**config.mk**
```make
export PLATFORM = sky130hd
export DESIGN_NAME = sha1_hash
export DESIGN_NICKNAME = d
export VERILOG_FILES = /design/src/rtl/sha1_hash.sv
export SDC_FILE = /design/constraint.sdc
export NUM_CORES = 2
export LEC_CHECK = 0
export BUFFER_PORTS_ARGS = -buffer_cell sky130_fd_sc_hd__buf_2
export CAP_MARGIN = 20
export CELL_PAD_IN_SITES_DETAIL_PLACEMENT = 0
export CELL_PAD_IN_SITES_GLOBAL_PLACEMENT = 1
export CORE_ASPECT_RATIO = 0.5
export CORE_MARGIN = 5
export CORE_UTILIZATION = 49
export DETAILED_ROUTE_END_ITERATION = 16
export PLACE_DENSITY = 0.85
export SLEW_MARGIN = 5
export SYNTH_ARGS = -nofsm -noshare
export SYNTH_HDL_FRONTEND = slang
export SYNTH_SLANG_ARGS = --single-unit
```
**constraint.sdc**
```tcl
create_clock -name clk -period 11.6 [get_ports clk]
set_clock_uncertainty 0.05 [all_clocks]
set_input_delay 1.16 -clock clk [delete_from_list [all_inputs] [get_ports clk]]
set_output_delay 1.16 -clock clk [all_outputs]
set_load 0.02 [all_outputs]
```
**src/rtl/sha1_hash.sv**
```systemverilog
// Sequential SHA-1 engine: one compression round per clock over NUM pre-padded
// 512-bit blocks presented in parallel; digest returned on sha_res with a done pulse.
module sha1_hash #(
  parameter int NUM = 1
) (
  input  logic               clk,
  input  logic               rst_n,
  input  logic               start,
  input  logic [NUM*512-1:0] data,
  output logic               busy,
  output logic               done,
  output logic [159:0]       sha_res
);

  localparam int BW = $clog2(NUM + 1);
  localparam logic [159:0] IV = 160'h67452301_EFCDAB89_98BADCFE_10325476_C3D2E1F0;

  typedef enum logic [1:0] {S_IDLE, S_ROUND, S_FINAL} state_t;

  state_t             state_q;
  logic [6:0]         rnd_q;
  logic [BW-1:0]      blk_q;
  logic [31:0]        h_q [5];
  logic [31:0]        a_q, b_q, c_q, d_q, e_q;
  logic [31:0]        w_q [16];
  logic [NUM*512-1:0] data_q;
  logic               busy_q, done_q;
  logic [159:0]       res_q;

  logic [31:0]  f_d, k_d, temp_d, wnew_d, wx_d;
  logic [31:0]  hsum_d [5];
  logic [511:0] first_blk, next_blk;

  assign first_blk = data[NUM*512-1 -: 512];
  // data_q is kept pre-shifted so the next block to load always sits in the top 512 bits.
  assign next_blk  = data_q[NUM*512-1 -: 512];

  always_comb begin
    f_d = '0;
    k_d = '0;
    if (rnd_q < 7'd20) begin
      f_d = (b_q & c_q) | (~b_q & d_q);
      k_d = 32'h5A827999;
    end else if (rnd_q < 7'd40) begin
      f_d = b_q ^ c_q ^ d_q;
      k_d = 32'h6ED9EBA1;
    end else if (rnd_q < 7'd60) begin
      f_d = (b_q & c_q) | (b_q & d_q) | (c_q & d_q);
      k_d = 32'h8F1BBCDC;
    end else begin
      f_d = b_q ^ c_q ^ d_q;
      k_d = 32'hCA62C1D6;
    end
    temp_d    = {a_q[26:0], a_q[31:27]} + f_d + e_q + k_d + w_q[0];
    wx_d      = w_q[13] ^ w_q[8] ^ w_q[2] ^ w_q[0];
    wnew_d    = {wx_d[30:0], wx_d[31]};
    hsum_d[0] = h_q[0] + a_q;
    hsum_d[1] = h_q[1] + b_q;
    hsum_d[2] = h_q[2] + c_q;
    hsum_d[3] = h_q[3] + d_q;
    hsum_d[4] = h_q[4] + e_q;
  end

  always_ff @(posedge clk or negedge rst_n) begin
    if (!rst_n) begin
      state_q <= S_IDLE;
      rnd_q   <= '0;
      blk_q   <= '0;
      a_q     <= '0;
      b_q     <= '0;
      c_q     <= '0;
      d_q     <= '0;
      e_q     <= '0;
      data_q  <= '0;
      busy_q  <= 1'b0;
      done_q  <= 1'b0;
      res_q   <= '0;
      for (int unsigned i = 0; i < 5; i++) h_q[i] <= '0;
      for (int unsigned i = 0; i < 16; i++) w_q[i] <= '0;
    end else begin
      done_q <= 1'b0;
      unique case (state_q)
        S_IDLE: begin
          if (start) begin
            for (int unsigned i = 0; i < 5; i++) h_q[i] <= IV[159-32*i -: 32];
            a_q    <= IV[159:128];
            b_q    <= IV[127:96];
            c_q    <= IV[95:64];
            d_q    <= IV[63:32];
            e_q    <= IV[31:0];
            for (int unsigned i = 0; i < 16; i++) w_q[i] <= first_blk[511-32*i -: 32];
            data_q  <= data << 512;
            rnd_q   <= '0;
            blk_q   <= '0;
            busy_q  <= 1'b1;
            state_q <= S_ROUND;
          end
        end
        S_ROUND: begin
          a_q <= temp_d;
          b_q <= a_q;
          c_q <= {b_q[1:0], b_q[31:2]};
          d_q <= c_q;
          e_q <= d_q;
          for (int unsigned i = 0; i < 15; i++) w_q[i] <= w_q[i+1];
          w_q[15] <= wnew_d;
          if (rnd_q == 7'd79) state_q <= S_FINAL;
          else rnd_q <= rnd_q + 7'd1;
        end
        S_FINAL: begin
          for (int unsigned i = 0; i < 5; i++) h_q[i] <= hsum_d[i];
          if (blk_q == BW'(NUM - 1)) begin
            res_q   <= {hsum_d[0], hsum_d[1], hsum_d[2], hsum_d[3], hsum_d[4]};
            done_q  <= 1'b1;
            busy_q  <= 1'b0;
            state_q <= S_IDLE;
          end else begin
            a_q <= hsum_d[0];
            b_q <= hsum_d[1];
            c_q <= hsum_d[2];
            d_q <= hsum_d[3];
            e_q <= hsum_d[4];
            for (int unsigned i = 0; i < 16; i++) w_q[i] <= next_blk[511-32*i -: 32];
            data_q  <= data_q << 512;
            blk_q   <= blk_q + BW'(1);
            rnd_q   <= '0;
            state_q <= S_ROUND;
          end
        end
        default: state_q <= S_IDLE;
      endcase
    end
  end

  assign busy    = busy_q;
  assign done    = done_q;
  assign sha_res = res_q;

endmodule

```
# [Word-level counts from Yosys, hierarchy flattened]
# Cells that the tools add are included.
[classes] addsub=11 n_lt_le_gt_ge=3 n_eq_ne=8 n_mux=45 n_bitwise=14 n_reduce_logical=10
[op_table] op="$mux 512" count=4
[op_table] op="$pmux 512 s3" count=1
[op_table] op="$pmux 512 s2" count=1
[op_table] op="$mux 32" count=15
[op_table] op="$pmux 32 s3" count=5
[op_table] op="$pmux 160 s2" count=1
[op_table] op="$add 32x32->32" count=9
[op_table] op="$mux 160" count=1
[op_table] op="$xor 32x32->32" count=5
[op_table] op="$and 32x32->32" count=4
[op_table] op="$or 32x32->32" count=3
[op_table] op="$not 32->32" count=1
[op_table] op="$mux 31" count=1
[op_table] op="$mux 7" count=3
[op_table] op="$pmux 7 s3" count=1
[op_table] op="$lt 7x6->1 const B" count=2
[op_table] op="$ne 2x2->1 const B" count=5
[op_table] op="$reduce_and 3->1" count=3
[op_table] op="$add 7x1->7 const B" count=1
[op_table] op="$eq 7x7->1 const B" count=1
[op_table] op="$lt 7x5->1 const B" count=1
[op_table] op="$mux 1" count=7
[op_table] op="$pmux 2 s3" count=1
[op_table] op="$reduce_and 2->1" count=3
[op_table] op="other kinds (10)" count=12
[word_totals] regBits=1516 inputBits=515 elab_cells=124

# [Depth between registers and ports, before layout]
[logic_depth] depth_word=11 ltp_mapped=26

# [Least setup slack after synthesis]
# OpenSTA, ideal clock, no wires.
[synth_path] path_kind="reg-to-reg" from="register rnd_q[4]" to="register a_q[31]" setup_time_ns=0.121 arrival_time_ns=6.007 t_required_ns=11.429 setup_slack_ns=5.422 path_stages_with_launch=26 n_path_buf=3 period_less_slack_ns=6.178 cell_sequence="dfrtp_1 -> clkbuf_1 -> nor2_1 -> nor2_1 -> nor2_1 -> nand2_1 -> nand2_1 -> clkbuf_1 -> buf_1 -> a222oi_1 -> fa_1 -> fa_1 -> inv_1 -> ha_1 -> inv_1 -> fa_1 -> nor2b_1 -> o31ai_1 -> a21oi_1 -> a31oi_1 -> nor4_1 -> nor3_1 -> o41ai_1 -> a31oi_1 -> xnor2_1 -> a22o_1"
[synth_via] elab_chain_cells=9 elab_cells_between_ends=14 classes_between="add/sub (4); order compare (3); mux (7)"
[synth_rtl] element="from (decl)" line_no="21" rtl="logic [6:0] rnd_q;"
[synth_rtl] element="from (signal assigned)" line_no="108" rtl="else rnd_q <= rnd_q + 7'd1;"
[synth_rtl] element="$lt 7x6->1" line_no="47" rtl="end else if (rnd_q < 7'd60) begin"
[synth_rtl] element="$mux 32" line_no="47"
[synth_rtl] element="$mux 32" line_no="44" rtl="end else if (rnd_q < 7'd40) begin"
[synth_rtl] element="$mux 32" line_no="41" rtl="if (rnd_q < 7'd20) begin"
[synth_rtl] element="$add 32x32->32 (2 in a row)" line_no="54" rtl="temp_d = {a_q[26:0], a_q[31:27]} + f_d + e_q + k_d + w_q[0];"
[synth_rtl] element="$add 32x32->32 * (2 in a row)" line_no="54"
[synth_rtl] element="$pmux 32 s3 *" line_no="82" rtl="unique case (state_q)"
[synth_rtl] element="to (signal assigned)" line_no="86" rtl="a_q <= IV[159:128];"
[synth_rtl] element="to (signal assigned)" line_no="100" rtl="a_q <= temp_d;"
[synth_rtl] element="to (signal assigned)" line_no="118" rtl="a_q <= hsum_d[0];"
[synth_rtl] element="to (decl)" line_no="24" rtl="logic [31:0] a_q, b_q, c_q, d_q, e_q;"
# Every way passes the cells marked *; elsewhere a longest branch is shown, timed or not.
# A chain may end at the register's enable or synchronous reset.

# [Worst setup path in the final report]
[layout_path] from="register rnd_q[3]" to="register a_q[31]"
# The elaborated chain is that of the path after synthesis.

==> impl_metrics.csv <==
group,metric,value,unit
cells_and_area,final-instance-count-excl-fill,7733,
floorplan,floorplan.die_area,118000,µm²
global_routing,leftover_overflow_at_the_end_of_global_routing,0,
critical_path,path_max_fanout,21,
critical_path,end_kind,"register",
cells_and_area,final_net_count,6930,
floorplan,design.core.area,110100,µm²
global_routing,grt_antenna_before_repair,96,
cells_and_area,fraction_of_layout_cells_with_a_size_suffix_above_1,16.54,%
logic_synthesis,netlist_top_cells_area,"sky130_fd_sc_hd__dfrtp_1 (46%), sky130_fd_sc_hd__nor2_1 (8.4%), sky130_fd_sc_hd__a221oi_1 (8.3%)",
placed_design,post-dp-hpwl,147600,µm
sta,highest_attainable_clock_frequency,134.0,MHz
logic_synthesis,synth_area_per_cell,9.621,µm²
global_routing,grt.total_usage,33.37,%
placed_design,numPortBuffers,676,
sta,period_share,64.32,%
global_routing,first_global_vias,44890,
detailed_routing,ant_nets,0,
detailed_routing,drc_violation_count_after_routing,0,
logic_synthesis,synth_top_area_cell,"sky130_fd_sc_hd__dfrtp_1",
sta,setup_viol_count_final,0,
global_routing,grt_start_max_net_pins,235,
critical_path,critical_path.reg2reg.endpoint,"a_q[31]",
logic_synthesis,synth_enable_flop_cells,0,
clocking,cts_resized,0,
detailed_routing,routed_wirelength,201900,µm
clocking,clock_path_buffers,3,
detailed_routing,route.detailed.vias_per_inst,6.072,
critical_path,crit_arrival,8.01,ns
power_and_ir_drop,p_per_area,113.1,nW/µm²
cells_and_area,num-fill-cells,9910,
sta,min_setup_slack_post_route,4.138,ns
min_path,hp-class,"primary input to async pin",
power_and_ir_drop,leakage,0.03172,µW
cells_and_area,multi_input_logic_area,26820,µm²
cells_and_area,finish.instance_area,62230,µm²
logic_synthesis,async_reset_ff_share,100.0,%
detailed_routing,detailroute.via_count,46960,
critical_path,worst_ep_required_time,12.15,ns
clocking,root_buffer,"sky130_fd_sc_hd__clkbuf_16",
clocking,post_cts_buffers,0,
clocking,clk_transition_reported_paths,0.07,ns
critical_path,critical-path-max-stage-delay,0.60,ns
sta,final-hold-violation-count,0,
logic_synthesis,ys_ff_latch,1003,
sta,tightestPinTransition,1.193,ns
floorplan,num_rows,86,
logic_synthesis,syn-cell-area,54290,µm²
clocking,tritoncts,"done",
sta,relSlewSlack,20.48,%
floorplan,die_height,245.4,µm
logic_synthesis,sequential_element_share_of_the_synthesized_area,46.23,%
sta,timing.final.crit_period,7.462,ns
detailed_routing,route.detailed.wl_per_inst,26.11,µm
clocking,number_of_buffers_created_by_cts,94,
logic_synthesis,synthDistinctLibCells,79,
critical_path,ff2ff_setup_slack,4.14,ns
logic_synthesis,synth_fp_nets,6481,
cells_and_area,synthToLayoutAreaGrowth,14.62,%
clocking,cts.sink_count,1003,
floorplan,die_x,480.8,µm
critical_path,critical_path_cell_with_the_highest_stage_delay,"sky130_fd_sc_hd__and2_1",
detailed_routing,first_pass_detailed_route_iteration_total,6,
sta,rsz0062_at_grt,"false",
logic_synthesis,ys_dominant_reg_cell,"sky130_fd_sc_hd__dfrtp_1",
sta,timing.setup.tns,0,ns
cells_and_area,final-seq-area,25100,µm²
critical_path,worst_r2r_path_depth,24,
critical_path,critical_path.reg2reg.startpoint,"rnd_q[3]",
critical_path,critPathLaunchType,"register",
detailed_routing,first_iter_violations,5015,
placed_design,gp_congestion,0.9407,
placed_design,dp_cell_count,7491,
logic_synthesis,post-synth-top-area-fraction,46.23,%
run_status,status,"finished clean",
placed_design,dpl_worst_slack,4.200,ns
run,drv_cap,0,
critical_path,cp.buffers_inverters,5,
clocking,ctsHtreeMaxLevel,3,
logic_synthesis,yosysWarningCount,0,
clocking,cts-hold-fix-buffers,0,
sta,pins_over_their_slew_limit,0,
logic_synthesis,synth_cells,5643,
floorplan,boundaryPins,677,
critical_path,crit_path_leading_delay_family,"compound AO/OA/AOI/OAI gates",
global_routing,grt_first_pass_wirelength,296200,µm
critical_path,cp_cell_sequence,"o21ai_0, and2_1, inv_1, buf_4, nand2_1, nand2_1, buf_4, a222oi_1, fa_1, fa_1, inv_1, ha_1, inv_1, fa_1, nor2b_1, o31ai_1, a21oi_1, a31oi_1, nor4_1, nor3_1, o41ai_1, a31oi_1, xnor2_1, a22o_1",
floorplan,initial_core_util,49.32,%
placed_design,dpl_cell_area,58740,µm²
power_and_ir_drop,vdd_drop_max,99.20,µV
critical_path,type_of_the_worst_setup_path,"register to register",
clocking,clk_latency,0.72,ns
## registers in the layout (all words and copies together), names as in the netlist
name,count
a_q,32
rnd_q,7
sha_res,160
busy,1
d_q,32
c_q,32
state_q,2
h_q,160
done,1
b_q,32
w_q,512
e_q,32
## how the worst max path moves through the flow
stage,startpoint,cells past startpoint,end
3_3_place_gp,rnd_q[3],24,a_q[31]
4_1_cts,rnd_q[3],24,a_q[31]
5_1_grt,rnd_q[3],24,a_q[31]
2_1_floorplan,rnd_q[4],25,a_q[31]
6_report,rnd_q[3],24,a_q[31]
3_5_place_dp,rnd_q[3],24,a_q[31]
## kinds of logic (layout without fill, tap and decap cells)
family / after synthesis / in the layout / share of synthesized area, %
xor gates and xnor gates: 273 / 273 / 4.429
buffers and inverters: 652 / 1177 / 4.510
muxes: 123 / 123 / 2.491
DFF: 1003 / 1003 / 46.23
AOI/OAI and AO/OA: 1451 / 1451 / 19.69
and+or+nand+nor: 1818 / 1818 / 13.48
adders and majority gates: 323 / 323 / 9.172
other: 0 / 69 / 0
## where the power goes
group          switching (µW)  leakage [µW]  total, µW  internal (µW)
sequential                  0        0.0129       3500           3500
combinational             115        0.0172        180           64.9
clock                    1480       0.00161       3360           1880
## placed cells by master, fill, tap and decap left out, types with 24 or more instances in the layout
cell,netlist,routed
sky130_fd_sc_hd__a211oi_1,32,32
sky130_fd_sc_hd__a21o_1,98,98
sky130_fd_sc_hd__a21oi_1,192,192
sky130_fd_sc_hd__a221oi_1,515,515
sky130_fd_sc_hd__a22o_1,35,35
sky130_fd_sc_hd__a31oi_1,92,92
sky130_fd_sc_hd__buf_2,1,675
sky130_fd_sc_hd__buf_4,0,37
sky130_fd_sc_hd__clkbuf_16,0,97
sky130_fd_sc_hd__dfrtp_1,1003,1003
sky130_fd_sc_hd__diode_2,0,69
sky130_fd_sc_hd__fa_1,125,125
sky130_fd_sc_hd__ha_1,198,195
sky130_fd_sc_hd__inv_1,278,278
sky130_fd_sc_hd__mux2_2,93,93
sky130_fd_sc_hd__mux2i_1,29,29
sky130_fd_sc_hd__nand2_1,382,381
sky130_fd_sc_hd__nand3_1,67,67
sky130_fd_sc_hd__nor2_1,1209,1207
sky130_fd_sc_hd__nor2b_1,25,25
sky130_fd_sc_hd__nor3_1,25,24
sky130_fd_sc_hd__o21a_1,30,29
sky130_fd_sc_hd__o21ai_0,234,234
sky130_fd_sc_hd__o22a_1,64,64
sky130_fd_sc_hd__xnor2_1,183,183
sky130_fd_sc_hd__xor2_1,89,89
## metal layers
layer | track usage [%] | wire, µm | part of all wire, % | vias to the layer above
met5 | 0 | 123 | 0.061 | -
met4 | 13.20 | 8292 | 4.1 | 20
met3 | 5.970 | 14360 | 7.1 | 381
met2 | 51.96 | 93210 | 46 | 1879
met1 | 46.61 | 85940 | 43 | 23700
li1 | - | - | - | 20980
## cell type report
cell class / count / area share (%)
inverters: 280 / 1.701
well taps: 1496 / 3.008
flip-flops and latches: 1003 / 40.33
multi-input cells: 3988 / 43.10
clock buffers: 131 / 4.443
repair buffers: 725 / 6.297
clock inverters: 41 / 0.8444
diodes: 69 / 0.2775
## cell usage after synthesis, drive strengths merged (9+ instances only)
cell type  instances
nor2            1209
dfrtp           1003
a221oi           516
nand2            382
clkbuf           351
inv              278
o21ai            237
ha               198
a21oi            192
xnor2            183
fa               125
a21o              98
mux2              94
a31oi             92
xor2              89
nand3             67
o22a              64
a22o              35
a211oi            34
o21a              30
mux2i             29
nor2b             25
nor3              25
nand2b            22
buf               21
and3              20
o211ai            20
o21bai            20
nand4             19
or3               19
a221o             15
o31ai             14
and4              10
a2111oi            9
## metrics by stage
stage | power [µW] | hold slack (ns) | util [%]
after floorplan | 3564 | 0.4003 | -
after global placement | 3744 | 0.4181 | 53.36
after detailed placement | 3746 | 0.4271 | 53.36
after CTS | 7075 | 0.3651 | 56.35
after global routing | 7242 | 0.4007 | 56.50
final | 7039 | 0.3765 | 56.53
Note: power is estimated with default switching activity, not from simulation.
